--- config.mk ---
export PLATFORM = sky130hd
export DESIGN_NAME = sdram_arbiter
export DESIGN_NICKNAME = d
export VERILOG_FILES = /design/src/rtl/sdram_arbiter.sv
export SDC_FILE = /design/constraint.sdc
export NUM_CORES = 1
export LEC_CHECK = 0
export BUFFER_PORTS_ARGS = -buffer_cell sky130_fd_sc_hd__buf_2
export CORE_ASPECT_RATIO = 1.5
export CORE_MARGIN = 2
export CORE_UTILIZATION = 43
export DETAILED_ROUTE_END_ITERATION = 10
export PLACE_DENSITY = 0.77
export SLEW_MARGIN = 5
export SYNTH_ARGS = -nofsm -noshare
export SYNTH_HDL_FRONTEND = slang
export SYNTH_SLANG_ARGS = --single-unit
export TNS_END_PERCENT = 1
--- constraint.sdc ---
create_clock -name clk -period 1.85 [get_ports clk]
set_input_delay 0.0925 -clock clk [delete_from_list [all_inputs] [get_ports clk]]
set_output_delay 0.0925 -clock clk [all_outputs]
set_load 0.01 [all_outputs]
--- src/rtl/sdram_arbiter.sv ---
// Round-robin arbiter sharing one SDRAM controller between NUM_PORTS requesters.
// One transaction outstanding at a time; completions and read beats go back to the owner.
module sdram_arbiter #(
    parameter int NUM_PORTS          = 2,
    parameter int USER_ADDRESS_WIDTH = 24,
    parameter int DATA_WIDTH         = 16,
    parameter int QUIESCE_CYCLES     = 32
) (
    input  logic                                     clk,
    input  logic                                     reset_n,
    input  logic [NUM_PORTS-1:0]                     req_valid,
    input  logic [NUM_PORTS-1:0]                     req_write,
    input  logic [NUM_PORTS*USER_ADDRESS_WIDTH-1:0]  req_address,
    input  logic [NUM_PORTS*DATA_WIDTH-1:0]          req_write_data,
    output logic [NUM_PORTS-1:0]                     req_ready,
    output logic [NUM_PORTS-1:0]                     resp_write_done,
    output logic [NUM_PORTS-1:0]                     resp_read_valid,
    output logic [DATA_WIDTH-1:0]                    resp_read_data,
    output logic [1:0]                               ctrl_command,
    output logic [USER_ADDRESS_WIDTH-1:0]            ctrl_data_address,
    output logic [DATA_WIDTH-1:0]                    ctrl_data_write,
    input  logic [DATA_WIDTH-1:0]                    ctrl_data_read,
    input  logic                                     ctrl_data_read_valid,
    input  logic                                     ctrl_data_write_done
);

    localparam int GW = (NUM_PORTS > 1) ? $clog2(NUM_PORTS) : 1;
    localparam int QW = (QUIESCE_CYCLES > 1) ? $clog2(QUIESCE_CYCLES) : 1;
    localparam logic [QW-1:0] QUIESCE_LOAD = QW'(QUIESCE_CYCLES - 1);
    localparam logic [GW-1:0] LAST_PORT    = GW'(NUM_PORTS - 1);

    typedef enum logic [2:0] {
        ST_QUIESCE = 3'd0,
        ST_IDLE    = 3'd1,
        ST_WRITE   = 3'd2,
        ST_READ    = 3'd3,
        ST_DRAIN   = 3'd4
    } state_t;

    state_t                        state_r;
    logic [QW-1:0]                 quiesce_cnt_r;
    logic [GW-1:0]                 last_grant_r;
    logic [GW-1:0]                 grant_r;
    logic [NUM_PORTS-1:0]          resp_write_done_r;
    logic [NUM_PORTS-1:0]          resp_read_valid_r;
    logic [DATA_WIDTH-1:0]         resp_read_data_r;
    logic [1:0]                    ctrl_command_r;
    logic [USER_ADDRESS_WIDTH-1:0] ctrl_data_address_r;
    logic [DATA_WIDTH-1:0]         ctrl_data_write_r;

    logic                          grant_found_s;
    logic [GW-1:0]                 grant_idx_s;
    logic [GW-1:0]                 cand_s;
    logic [NUM_PORTS-1:0]          req_ready_s;

    // Round-robin search starting just after the previous winner.
    always_comb begin
        grant_found_s = 1'b0;
        grant_idx_s   = '0;
        cand_s        = '0;
        for (int i = 1; i <= NUM_PORTS; i++) begin
            cand_s = GW'((int'(last_grant_r) + i) % NUM_PORTS);
            if (!grant_found_s && req_valid[cand_s]) begin
                grant_found_s = 1'b1;
                grant_idx_s   = cand_s;
            end else begin
                grant_found_s = grant_found_s;
            end
        end
    end

    // Accept handshake: ready is offered only while idle, to the search winner.
    always_comb begin
        req_ready_s = '0;
        if ((state_r == ST_IDLE) && grant_found_s) begin
            req_ready_s[grant_idx_s] = 1'b1;
        end else begin
            req_ready_s = '0;
        end
    end

    // Transaction sequencer with registered controller command and responses.
    always_ff @(posedge clk) begin
        if (!reset_n) begin
            state_r             <= ST_QUIESCE;
            quiesce_cnt_r       <= QUIESCE_LOAD;
            last_grant_r        <= LAST_PORT;
            grant_r             <= '0;
            resp_write_done_r   <= '0;
            resp_read_valid_r   <= '0;
            resp_read_data_r    <= '0;
            ctrl_command_r      <= 2'd0;
            ctrl_data_address_r <= '0;
            ctrl_data_write_r   <= '0;
        end else begin
            resp_write_done_r <= '0;
            resp_read_valid_r <= '0;
            case (state_r)
                ST_QUIESCE: begin
                    ctrl_command_r <= 2'd0;
                    if (quiesce_cnt_r == '0) begin
                        state_r <= ST_IDLE;
                    end else begin
                        quiesce_cnt_r <= quiesce_cnt_r - 1'b1;
                    end
                end
                ST_IDLE: begin
                    // Stale controller traffic seen here is deliberately dropped.
                    if (grant_found_s) begin
                        grant_r             <= grant_idx_s;
                        last_grant_r        <= grant_idx_s;
                        ctrl_data_address_r <= req_address[grant_idx_s*USER_ADDRESS_WIDTH +: USER_ADDRESS_WIDTH];
                        ctrl_data_write_r   <= req_write_data[grant_idx_s*DATA_WIDTH +: DATA_WIDTH];
                        if (req_write[grant_idx_s]) begin
                            state_r        <= ST_WRITE;
                            ctrl_command_r <= 2'd1;
                        end else begin
                            state_r        <= ST_READ;
                            ctrl_command_r <= 2'd2;
                        end
                    end
                end
                ST_WRITE: begin
                    if (ctrl_data_write_done) begin
                        ctrl_command_r             <= 2'd0;
                        resp_write_done_r[grant_r] <= 1'b1;
                        state_r                    <= ST_IDLE;
                    end
                end
                ST_READ: begin
                    resp_read_valid_r[grant_r] <= ctrl_data_read_valid;
                    resp_read_data_r           <= ctrl_data_read;
                    // Drop the command on the first beat so the read is never reissued.
                    if (ctrl_data_read_valid) begin
                        ctrl_command_r <= 2'd0;
                        state_r        <= ST_DRAIN;
                    end
                end
                ST_DRAIN: begin
                    resp_read_valid_r[grant_r] <= ctrl_data_read_valid;
                    resp_read_data_r           <= ctrl_data_read;
                    if (!ctrl_data_read_valid) begin
                        state_r <= ST_IDLE;
                    end
                end
                default: begin
                    state_r        <= ST_QUIESCE;
                    quiesce_cnt_r  <= QUIESCE_LOAD;
                    ctrl_command_r <= 2'd0;
                end
            endcase
        end
    end

    assign req_ready         = req_ready_s;
    assign resp_write_done   = resp_write_done_r;
    assign resp_read_valid   = resp_read_valid_r;
    assign resp_read_data    = resp_read_data_r;
    assign ctrl_command      = ctrl_command_r;
    assign ctrl_data_address = ctrl_data_address_r;
    assign ctrl_data_write   = ctrl_data_write_r;

endmodule

==> reports/metrics.yaml <==
status:
  status: "complete, no violations"
route:
  wirelength_um: 8592
  route.detailed.drc: 0
  ant_nets: 0
  drt_iter0_markers: 328
  post_drt_wl_per_cell_um: 15.23
  drt_first_pass_iters: 7
  vias_per_cell: 5.440
  vias: 3068
timing:
  tightest_slew_ps: 1100
  fin_crit_sh_pct: 95.85
  maxSlewViolCount: 0
  post-route-min-period_ps: 1773
  hold_viol_final: 0
  setup_viol_count_final: 0
  clock_skew_ps: 9.122
  hold_ws_ps: 11.71
  max_freq_mhz: 563.9
  max_slew_margin_pct: 26.37
  grt_setup_unrepaired: "yes"
logic_synthesis:
  synthFlopType: "dfxtp_1"
  synth_common_cells: "dfxtp_1, nor2_1, a222oi_1, mux2i_1, clkbuf_1"
  syn_area_um2: 2835
  ys_types: 38
  synthArstFlopShare_pct: 0
  synth.ff_latch_count: 72
  avgSynthCellArea_um2: 9.810
  synth_edf_count: 0
  synthCells: 289
  synth.largest_area_cell: "dfxtp_1"
  ys_seq_area_share_pct: 50.84
  synth_top_area_share_pct: 50.84
  synthesis.nets: 394
  synth_most_common_cell: "dfxtp_1"
  yosys-top-cells-area: "dfxtp_1, a222oi_1, nor2_1, mux2i_1, clkbuf_1"
  yosysWarningCount: 0
die:
  initial_core_util_pct: 44.02
  dieWidth_um: 70.30
  chipHeight_um: 103.5
  io_pins: 168
  rows: 36
  dieArea_um2: 7273
  core-area_um2: 6441
clock_tree:
  cts_buffer_depth: 2
  postCtsSetupBuffers: 0
  clockRootBuffer: "clkbuf_8"
  cts_tree: "built"
  numCtsBuffers: 9
  cts_sinks: 72
  htree_levels: 3
  path_clk_slew_ps: 70
  clkLatencyLatePin_ps: 340
worst_setup_path:
  cp_max_fo: 4
  start_kind: "flip-flop"
  r2r-start: "quiesce_cnt_r[0]$_SDFFE_PN1P_"
  worstPathArrival_ps: 2000
  endpoint_kind: "flip-flop"
  crit_path_start: "quiesce_cnt_r[0]$_SDFFE_PN1P_"
  path_class: "flip-flop to flip-flop"
  required_ps: 2070
layout:
  area_growth_pct: 50.75
  fin_util_pct: 66.36
  nFillCells: 544
  drive_gt1_share_pct: 40.37
  antennaDiodeCount: 0
  final_nets: 588
global_route:
  grt_pass1_vias: 2944
  grt_use_total_pct: 22.60
  antenna_found_initial: 0
  grt_remaining_overflow: 0
  grt_max_degree: 43
  grt_pass1_wl_um: 13000
job:
  max_cap_violations: 0
pwr:
  ir_drop_mv: 0.4120
  p_per_area_nw_per_um2: 699.4
  leakagePower_uw: 0.002001
placed_design:
  dpl.hpwl_um: 5717
  place.gp.congestion: 0.8576
  port-buffer-count: 167
min_path:
  hold_path.class: "primary input to flip-flop"
  min_from: "ctrl_data_read[8]"
[repair_timing]
action                                  4_1_cts  5_1_grt
gates resized for setup                       0        3
hold endpoints to repair                     26        0
endpoints found under the setup margin        0        4
hold buffers                                 32        0
[per-stage QoR]
step / instance area (µm²) / setup TNS, ps / instances / power, µW / setup WS [ps]
after floorplan: 2835 / 0 / 289 / 1636 / 180.7
after global placement: 3746 / 0 / 516 / 1754 / 130.6
after detailed placement: 3746 / 0 / 516 / 1759 / 0.9702
after CTS: 4258 / 0 / 564 / 3019 / 5.123
after global routing: 4274 / -35.62 / 564 / 3104 / -35.62
final: 4274 / 0 / 564 / 2989 / 76.72
[where the power goes]
| group | switching [µW] | internal, µW | total, µW |
|---|---|---|---|
| logic | 84.5 | 136 | 221 |
| clock network | 543 | 665 | 1210 |
| registers | 5.92 | 1550 | 1560 |
| total | 633 | 2360 | 2990 |
[worst max-delay path, cell delays in order (launching register included)]
cell      delay (ps)
dfxtp_1          340
inv_1             90
ha_1             200
or4b_4           500
and2_1           230
a221oi_2         240
nand2_1           70
[routing by layer]
metal | global-route usage [%] | routed length (µm) | up-vias
met2 | 39.99 | 4579 | 156
met3 | 6.105 | 663 | 20
met4 | 11.83 | 200 | 0
met1 | 24.77 | 3150 | 1425
li1 | - | - | 1467
met5 | 0 | 0 | -
[worst paths after layout]
| kind | end | slack [ps] | cells after the start |
|---|---|---|---|
| worst max-delay path | quiesce_cnt_r[2]$_SDFFE_PN1P_ | 80 | 6 |
| worst min-delay path | resp_read_data[8]$_SDFFE_PN0N_ | 10 | 3 |
| worst max register to register | quiesce_cnt_r[2]$_SDFFE_PN1P_ | 80 | 6 |
| worst min register to register | resp_write_done[0]$_SDFF_PN0_ | 460 | 1 |
[state kept, by name (all words and copies together), names as in the netlist]
register / cells
ctrl_command: 2
ctrl_data_address: 24
ctrl_data_write: 16
grant_r: 1
last_grant_r: 1
quiesce_cnt_r: 5
resp_read_data: 16
resp_read_valid: 2
resp_write_done: 2
state_r: 3
[layout by cell type, fill, tap and decap left out, drive strengths merged]
cell	n
clkinv	2
bufinv	1
a211o	1
mux2i	21
a22oi	1
o21ai	6
nor4	1
nor4b	2
nand4b	1
nand4	1
nand3	3
a21boi	1
nor3	3
or4b	1
and3	1
nand2b	2
a21oi	10
nand2	11
nor2	65
nor3b	1
clkbuf	14
o21a	1
a222oi	40
nor2b	1
and2	2
inv	5
or2	1
nand3b	4
a221oi	1
ha	1
dfxtp	72
dlygate4sd3	32
o32ai	1
buf	178
[layout make-up]
class                      count  area (µm²)  share of cell area (%)
clock buffer                  14       152.6                   3.571
clock inverter                 2       38.79                  0.9075
inverter                       6       22.52                  0.5269
multi-input combinational    184        1247                   29.19
sequential                    72        1441                   33.72
tap                           76       95.09                   2.225
timing repair buffer         210        1276                   29.86
[logic make-up (layout without fill, tap and decap cells)]
group	after synthesis	in the layout	synth area share, %
DFF	72	72	50.84
adders and majority gates	1	1	0.4412
AOI/OAI and AO/OA	62	62	18.67
buffers and inverters	33	232	6.134
and+or+nand+nor	100	100	16.06
muxes	21	21	7.855
Power figures use the tool's default switching activity.
